==> src/rtl/victim_cache_wb.sv <==
// Victim cache with dirty-line writeback, behind an L1 data cache.
// Holds NUM_ENTRIES fully-associative lines that L1 has evicted.
//
// Ports:
//   clk, rst          clock, asynchronous active-low reset
//   flush_i           start a flush of every entry (pulse)
//   ins_*             line evicted from L1 (valid/ready handshake)
//   lkp_*             L1 miss probe; combinational hit/data/dirty result,
//                     lkp_take_i moves the hit line back to L1
//   wb_*              dirty-line writeback to memory (valid/ready)
//   flush_done_o      one-cycle pulse when a flush completes
//
// Build option: define VICTIM_LRU_EN for true-LRU replacement; otherwise
// a round-robin FIFO pointer picks the victim.

module victim_cache_wb #(
   parameter int NUM_ENTRIES = 8,
   parameter int LINE_WIDTH  = 128,
   parameter int ADDR_BITS   = 24
) (
   input  logic                  clk,
   input  logic                  rst,
   input  logic                  flush_i,
   input  logic                  ins_valid_i,
   output logic                  ins_ready_o,
   input  logic [ADDR_BITS-1:0]  ins_addr_i,
   input  logic [LINE_WIDTH-1:0] ins_data_i,
   input  logic                  ins_dirty_i,
   input  logic                  lkp_valid_i,
   input  logic [ADDR_BITS-1:0]  lkp_addr_i,
   input  logic                  lkp_take_i,
   output logic                  lkp_hit_o,
   output logic [LINE_WIDTH-1:0] lkp_data_o,
   output logic                  lkp_dirty_o,
   output logic                  wb_valid_o,
   input  logic                  wb_ready_i,
   output logic [ADDR_BITS-1:0]  wb_addr_o,
   output logic [LINE_WIDTH-1:0] wb_data_o,
   output logic                  flush_done_o
);

   localparam int IW = (NUM_ENTRIES > 1) ? $clog2(NUM_ENTRIES) : 1;

   typedef logic [IW-1:0] idx_t;

   typedef enum logic [1:0] {
      IDLE,
      EVICT,
      FLUSH
   } state_t;

   state_t state_q;
   state_t state_d;

   logic [NUM_ENTRIES-1:0] valid_q;
   logic [NUM_ENTRIES-1:0] dirty_q;
   logic [ADDR_BITS-1:0]   tag_q  [NUM_ENTRIES];
   logic [LINE_WIDTH-1:0]  data_q [NUM_ENTRIES];

   logic                  wb_valid_q;
   logic [ADDR_BITS-1:0]  wb_addr_q;
   logic [LINE_WIDTH-1:0] wb_data_q;
   logic                  flush_pend_q;
   idx_t                  fl_idx_q;

   logic lkp_any;
   idx_t lkp_idx;
   logic ins_hit;
   idx_t ins_hit_idx;
   logic free_any;
   idx_t free_idx;
   idx_t vic_idx;
   idx_t ins_idx;

   logic ins_fire;
   logic take_fire;
   logic repl;
   logic evict_dirty;
   logic fl_cur_dirty;
   logic fl_load;
   logic fl_adv;
   logic fl_clear;

   // Probe match; the loop runs downward so the lowest index wins.
   always_comb begin
      lkp_any = 1'b0;
      lkp_idx = '0;
      for (int i = NUM_ENTRIES - 1; i >= 0; i--) begin
         if (valid_q[i] && tag_q[i] == lkp_addr_i) begin
            lkp_any = 1'b1;
            lkp_idx = idx_t'(i);
         end
      end
   end

   always_comb begin
      ins_hit     = 1'b0;
      ins_hit_idx = '0;
      free_any    = 1'b0;
      free_idx    = '0;
      for (int i = NUM_ENTRIES - 1; i >= 0; i--) begin
         if (valid_q[i] && tag_q[i] == ins_addr_i) begin
            ins_hit     = 1'b1;
            ins_hit_idx = idx_t'(i);
         end
         if (!valid_q[i]) begin
            free_any = 1'b1;
            free_idx = idx_t'(i);
         end
      end
   end

   assign lkp_hit_o   = lkp_valid_i && (state_q != FLUSH) && lkp_any;
   assign lkp_data_o  = lkp_hit_o ? data_q[lkp_idx] : '0;
   assign lkp_dirty_o = lkp_hit_o ? dirty_q[lkp_idx] : 1'b0;

   assign ins_ready_o = (state_q == IDLE);
   assign ins_fire    = ins_valid_i && ins_ready_o;
   assign take_fire   = lkp_hit_o && lkp_take_i;

   // Free slots come from the pre-edge valid bits, so a slot freed by a
   // same-cycle take is never picked for this insert.
   always_comb begin
      if (ins_hit) begin
         ins_idx = ins_hit_idx;
      end else if (free_any) begin
         ins_idx = free_idx;
      end else begin
         ins_idx = vic_idx;
      end
   end

   assign repl = ins_fire && !ins_hit && !free_any;

   // A victim that is simultaneously taken back by L1 needs no writeback.
   assign evict_dirty = repl && dirty_q[vic_idx]
                        && !(take_fire && lkp_idx == vic_idx);

   assign fl_cur_dirty = valid_q[fl_idx_q] && dirty_q[fl_idx_q];

`ifdef VICTIM_LRU_EN
   // Ages form a permutation of 0..N-1; 0 is most recent.
   idx_t age_q [NUM_ENTRIES];
   idx_t age_d [NUM_ENTRIES];
   idx_t hit_age;
   idx_t ins_age;

   always_comb begin
      vic_idx = '0;
      for (int i = 0; i < NUM_ENTRIES; i++) begin
         if (age_q[i] == idx_t'(NUM_ENTRIES - 1)) begin
            vic_idx = idx_t'(i);
         end
      end
   end

   // Probe touch first, insert touch last so the insert ends up newest.
   always_comb begin
      age_d   = age_q;
      hit_age = '0;
      ins_age = '0;
      if (lkp_hit_o) begin
         hit_age = age_d[lkp_idx];
         for (int j = 0; j < NUM_ENTRIES; j++) begin
            if (age_d[j] < hit_age) begin
               age_d[j] = age_d[j] + idx_t'(1);
            end
         end
         age_d[lkp_idx] = '0;
      end
      if (ins_fire) begin
         ins_age = age_d[ins_idx];
         for (int j = 0; j < NUM_ENTRIES; j++) begin
            if (age_d[j] < ins_age) begin
               age_d[j] = age_d[j] + idx_t'(1);
            end
         end
         age_d[ins_idx] = '0;
      end
   end

   always_ff @(posedge clk or negedge rst) begin
      if (!rst) begin
         for (int i = 0; i < NUM_ENTRIES; i++) begin
            age_q[i] <= idx_t'(i);
         end
      end else begin
         age_q <= age_d;
      end
   end
`else
   idx_t fifo_q;

   assign vic_idx = fifo_q;

   // NUM_ENTRIES is a power of two, so the increment wraps naturally.
   always_ff @(posedge clk or negedge rst) begin
      if (!rst) begin
         fifo_q <= '0;
      end else if (repl) begin
         fifo_q <= fifo_q + idx_t'(1);
      end
   end
`endif

   always_comb begin
      state_d      = state_q;
      flush_done_o = 1'b0;
      fl_load      = 1'b0;
      fl_adv       = 1'b0;
      fl_clear     = 1'b0;
      unique case (state_q)
         IDLE: begin
            if (evict_dirty) begin
               state_d = EVICT;
            end else if (flush_i) begin
               state_d = FLUSH;
            end
         end
         EVICT: begin
            if (wb_ready_i) begin
               state_d = (flush_pend_q || flush_i) ? FLUSH : IDLE;
            end
         end
         FLUSH: begin
            // A dirty entry is loaded into the wb register and cleared;
            // the scan then holds until memory accepts it.
            if (wb_valid_q) begin
               fl_adv = wb_ready_i;
            end else begin
               fl_clear = 1'b1;
               fl_load  = fl_cur_dirty;
               fl_adv   = !fl_cur_dirty;
            end
            if (fl_adv && fl_idx_q == idx_t'(NUM_ENTRIES - 1)) begin
               state_d      = IDLE;
               flush_done_o = 1'b1;
            end
         end
         default: state_d = IDLE;
      endcase
   end

   always_ff @(posedge clk or negedge rst) begin
      if (!rst) begin
         state_q      <= IDLE;
         valid_q      <= '0;
         dirty_q      <= '0;
         wb_valid_q   <= 1'b0;
         wb_addr_q    <= '0;
         wb_data_q    <= '0;
         flush_pend_q <= 1'b0;
         fl_idx_q     <= '0;
      end else begin
         state_q <= state_d;

         if (take_fire) begin
            valid_q[lkp_idx] <= 1'b0;
         end
         if (ins_fire) begin
            valid_q[ins_idx] <= 1'b1;
            dirty_q[ins_idx] <= (ins_hit && dirty_q[ins_idx])
                                || ins_dirty_i;
         end
         if (fl_clear) begin
            valid_q[fl_idx_q] <= 1'b0;
            dirty_q[fl_idx_q] <= 1'b0;
         end

         if (evict_dirty) begin
            wb_valid_q <= 1'b1;
            wb_addr_q  <= tag_q[vic_idx];
            wb_data_q  <= data_q[vic_idx];
         end else if (fl_load) begin
            wb_valid_q <= 1'b1;
            wb_addr_q  <= tag_q[fl_idx_q];
            wb_data_q  <= data_q[fl_idx_q];
         end else if (wb_valid_q && wb_ready_i) begin
            wb_valid_q <= 1'b0;
         end

         if (state_q == IDLE && flush_i && evict_dirty) begin
            flush_pend_q <= 1'b1;
         end else if (state_q == EVICT) begin
            if (wb_ready_i) begin
               flush_pend_q <= 1'b0;
            end else if (flush_i) begin
               flush_pend_q <= 1'b1;
            end
         end

         if (fl_adv) begin
            fl_idx_q <= fl_idx_q + idx_t'(1);
         end
      end
   end

   // Line storage carries no reset.
   always_ff @(posedge clk) begin
      if (ins_fire) begin
         tag_q[ins_idx]  <= ins_addr_i;
         data_q[ins_idx] <= ins_data_i;
      end
   end

   assign wb_valid_o = wb_valid_q;
   assign wb_addr_o  = wb_addr_q;
   assign wb_data_o  = wb_data_q;

endmodule

==> config.mk <==
export PLATFORM = sky130hd
export DESIGN_NAME = victim_cache_wb
export DESIGN_NICKNAME = d
export VERILOG_FILES = /design/src/rtl/victim_cache_wb.sv
export SDC_FILE = /design/constraint.sdc
export NUM_CORES = 2
export LEC_CHECK = 0
export CORE_ASPECT_RATIO = 1.75
export CORE_MARGIN = 2
export CORE_UTILIZATION = 45
export CTS_CLUSTER_SIZE = 14
export DETAILED_ROUTE_END_ITERATION = 6
export PLACE_DENSITY = 0.65
export SETUP_SLACK_MARGIN = 0.15
export SLEW_MARGIN = 5
export SYNTH_ARGS = -nofsm -noshare
export SYNTH_HDL_FRONTEND = slang
export SYNTH_SLANG_ARGS = --single-unit
==> constraint.sdc <==
create_clock -name clk -period 14.5 [get_ports clk]
set_clock_uncertainty 0.2 [all_clocks]
set_input_delay 2.9 -clock clk [delete_from_list [all_inputs] [get_ports clk]]
set_output_delay 2.9 -clock clk [all_outputs]
set_load 0.05 [all_outputs]
==> metrics list <==
* Max-capacitance violation count: 0
* Post-CTS Resized: 0
* Boundary Pins: 469
* Final Cell Area: 86300 sq um
* Number of setup buffers added after CTS: 0
- After synthesis, flip-flops and latches occupy 54.76% of the total area.
* Mapped Area: 74810 sq um
- The first global-routing pass estimated 410500 um of wire.
* Clock tree from TritonCTS: yes
* Global placement routability congestion: 1.159
- Kind of end point of the critical path: primary output
- Synthesis produced 5100 cells.
- After the last flow step, the layout net total stands at 5586.
- Power, Total: 0.01321 W
- Clock slew at the register clock pins of the worst setup and hold paths: 60 ps
- Worst Reg-to-Reg Cells: 14
- Leakage power summed over all cells: 27.74 nW
- The most critical setup path has its startpoint at lkp_addr_i[14].
- The synthesized design spends more area on one cell type than any other, namely sky130_fd_sc_hd__edfxtp_1.
- Core Footprint: 165700 sq um
- Die height: 543.4 um
- Setup slack on the worst reg-to-reg path comes out at 6500 ps.
- The max-slew violation count is 0.
- Skew-Pair Late Insertion Delay: 820 ps
* Vias in the first global route: 53970
- Hold WS: 274.2 ps
- For hold timing, the worst endpoint is wb_addr_o[1].
* Mapped Nets: 5287
* R2R Path End: wb_data_o[4]
- Counting flops with a built-in enable in the synthesized netlist gives 1216.
- Of the available clock period, the critical path in the final layout requires 89.71%.
- For the worst setup path, the data required time is 11400 ps.
* Power per cell area: 153.0 nW/um^2
- Dividing the detail-routed wire length by the instance count gives 38.08 um.
- Proportion of register bits with asynchronous set or reset after synthesis: 12.77%
- Detailed placement ended at an HPWL of 178200 um.
- Final Critical Period: 13010 ps
- The post-route netlist has 17.82% of its cells at a drive strength greater than 1.
- Initial antenna violation count: 30
- Top FF cell, synth: sky130_fd_sc_hd__edfxtp_1
- Total of flip-flops plus latches after synthesis: 1394
- The worst pin sits at a relative slew slack of 6.494%.
- Share of the core filled with cells: 52.07%
- The tree is rooted in a sky130_fd_sc_hd__clkbuf_16.
* Area fraction of the dominant cell type after synthesis: 48.81%
- Setup repair after global routing left no endpoint under its margin.
* Clk buf depth: 4
- Path class of the lowest-slack min-delay path: reg -> reg
- Startpoint Class: input port
* Number of antenna-violating nets in the routed design: 0
- Reg-to-reg critical path startpoint: tag_q[2][18]
* Count of endpoints failing setup in the final report: 0
- Wires add up to 293700 um.
- Compared with the post-synthesis result, the final layout area differs by 15.36%.
- FMAX: 76.88 MHz
* Effective utilization at floorplan: 45.14%
* Highest net fanout along the worst path: 34
- GRT Total Usage: 34.12%
- IR drop worst, VDD: 0.0001447 V
* Drt initial violations: 6461
- Synth cell count leaders: sky130_fd_sc_hd__edfxtp_1, sky130_fd_sc_hd__mux4_2, sky130_fd_sc_hd__mux2i_1
- Worst slew pin tran: 1393 ps
- During synthesis, Yosys emitted a total of 0 warnings.
- Cells on Worst Hold Path: 1
- Count of hold buffers inserted by post-cts repair: 0
- Layout filler cell count: 13670
- Global-route congestion overflow total: 0
- Signal arrival time at the worst endpoint: 9910 ps
- Pin count of the biggest net entering global routing: 125
* H-tree Lvls: 4
- In this run, CTS created clock tree buffers numbering 144.
- Vias after detailed routing: 53410
* Start point of the worst hold path: wb_addr_o[1]
* Most repeated cell in the gate-level netlist after synthesis: sky130_fd_sc_hd__edfxtp_1
- The final hold violation count was 0.
- Mean cell area of the mapped netlist: 14.67 sq um
- For this run, design rule violations remaining after detail routing come to 0.
- The die is 312.2 um wide.
- The setup path with the least slack is of type in -> out.
* Full die area: 169700 sq um
- The first detailed-routing pass ran for 7 iterations.
* Status: finished clean
- Num Clock Sinks: 1394
- Yosys mapped the design onto 68 distinct sky130hd cell types.
- Placement Rows: 198
* Average via count per standard cell: 6.925
- The placed instances occupy a cell area of 81770 sq um.
- By area the synthesized netlist is led by sky130_fd_sc_hd__edfxtp_1, sky130_fd_sc_hd__mux4_2, sky130_fd_sc_hd__dfrtp_1, sky130_fd_sc_hd__mux2i_1, sky130_fd_sc_hd__o22ai_1.
* Port bufs: 468
==> metrics by stage <==
stage	setup WS (ps)	TNS [ps]	std cells
floorplan	-2043	-1202840	5100
global placement	1937	0	7452
detailed placement	2018	0	7452
CTS	1991	0	7698
global route	1538	0	7708
finish	1493	0	7713
==> state kept, by name, summed over array words and instances, names as in the netlist <==
signal and flops:
data_q 1024, tag_q 192, wb_data_o 128, wb_addr_o 24, dirty_q 8, valid_q 8, fifo_q 3, fl_idx_q 3
state_q 2, flush_pend_q 1, wb_valid_o 1
==> power by group <==
group | internal [W] | switching [W]
logic | 0.00183 | 0.00251
registers | 0.00481 | 0.000396
clock network | 0.00207 | 0.00159
==> placed cells by master, fill, tap and decap left out, types with 17 or more instances in the layout <==
cell type                         synthesis  layout
sky130_fd_sc_hd__clkdlybuf4s50_1          0     467
sky130_fd_sc_hd__xor2_1                 183     183
sky130_fd_sc_hd__nor4_1                  71      70
sky130_fd_sc_hd__clkinv_2                 0      22
sky130_fd_sc_hd__dfrtp_1                178     172
sky130_fd_sc_hd__buf_12                   0      22
sky130_fd_sc_hd__buf_4                   15      98
sky130_fd_sc_hd__clkbuf_16                0     146
sky130_fd_sc_hd__nand2_1                184     182
sky130_fd_sc_hd__edfxtp_1              1216    1216
sky130_fd_sc_hd__mux4_2                 611     611
sky130_fd_sc_hd__clkbuf_1               293      30
sky130_fd_sc_hd__o211ai_1               132     132
sky130_fd_sc_hd__xnor2_1                208     208
sky130_fd_sc_hd__o22ai_1                412     412
sky130_fd_sc_hd__nor2_1                 286     286
sky130_fd_sc_hd__a21oi_1                272     271
sky130_fd_sc_hd__nand4_1                102     102
sky130_fd_sc_hd__nor3_1                  35      27
sky130_fd_sc_hd__a21o_1                 155     154
sky130_fd_sc_hd__mux2i_1                438     438
sky130_fd_sc_hd__nand3_1                 17      17
==> worst max-delay path, stage by stage <==
cell                              delay [ps]
sky130_fd_sc_hd__clkdlybuf4s50_1         820
sky130_fd_sc_hd__xnor2_1                1250
sky130_fd_sc_hd__nand4_1                 180
sky130_fd_sc_hd__nor4_1                  400
sky130_fd_sc_hd__nand4_1                 350
sky130_fd_sc_hd__nand2_1                 250
sky130_fd_sc_hd__o21a_4                  800
sky130_fd_sc_hd__buf_4                   510
sky130_fd_sc_hd__buf_4                   290
sky130_fd_sc_hd__mux2i_1                  90
sky130_fd_sc_hd__a21oi_1                 200
sky130_fd_sc_hd__nand2_1                  80
sky130_fd_sc_hd__a21oi_1                 740
sky130_fd_sc_hd__clkdlybuf4s50_1         990
==> worst max path at each step <==
stage | slack (ps) | depth (start not counted) | to
5_1_grt | 1540 | 14 | lkp_data_o[6]
3_3_place_gp | 1940 | 14 | lkp_data_o[6]
6_report | 1490 | 14 | lkp_data_o[6]
2_1_floorplan | -2040 | 9 | data_q[6][0]
4_1_cts | 1990 | 14 | lkp_data_o[6]
3_5_place_dp | 2020 | 14 | lkp_data_o[6]
==> cells by family after synthesis <==
logic type / Yosys count / share of synthesized area (%)
muxes: 1052 / 24.30
AOI/OAI and AO/OA: 1027 / 8.749
xor gates and xnor gates: 391 / 4.578
and+or+nand+nor: 787 / 5.066
adders and majority gates: 3 / 0.05018
DFF: 1394 / 54.76
buffers and inverters: 446 / 2.495
==> layer usage <==
metal / up-vias / GRT usage [%] / share of wire [%]
li1: 21350 / - / -
met1: 27540 / 40.94 / 35
met2: 3679 / 56.58 / 49
met3: 821 / 7.616 / 10
met4: 18 / 19.96 / 6.6
met5: - / 0 / 0.038
==> cell type report <==
cell class              instances  area [sq um]  area share (%)
repair buffers                588          5866           6.797
flip-flops and latches       1394         40990           47.50
clock inverters                59         555.5          0.6437
diodes                         14         35.03         0.04059
multi-input cells            3260         32140           37.24
clock buffers                 187          3918           4.539
inverters                      11         41.29         0.04784
well taps                    2200          2753           3.190
No activity file was read; power rests on OpenSTA's default activity.
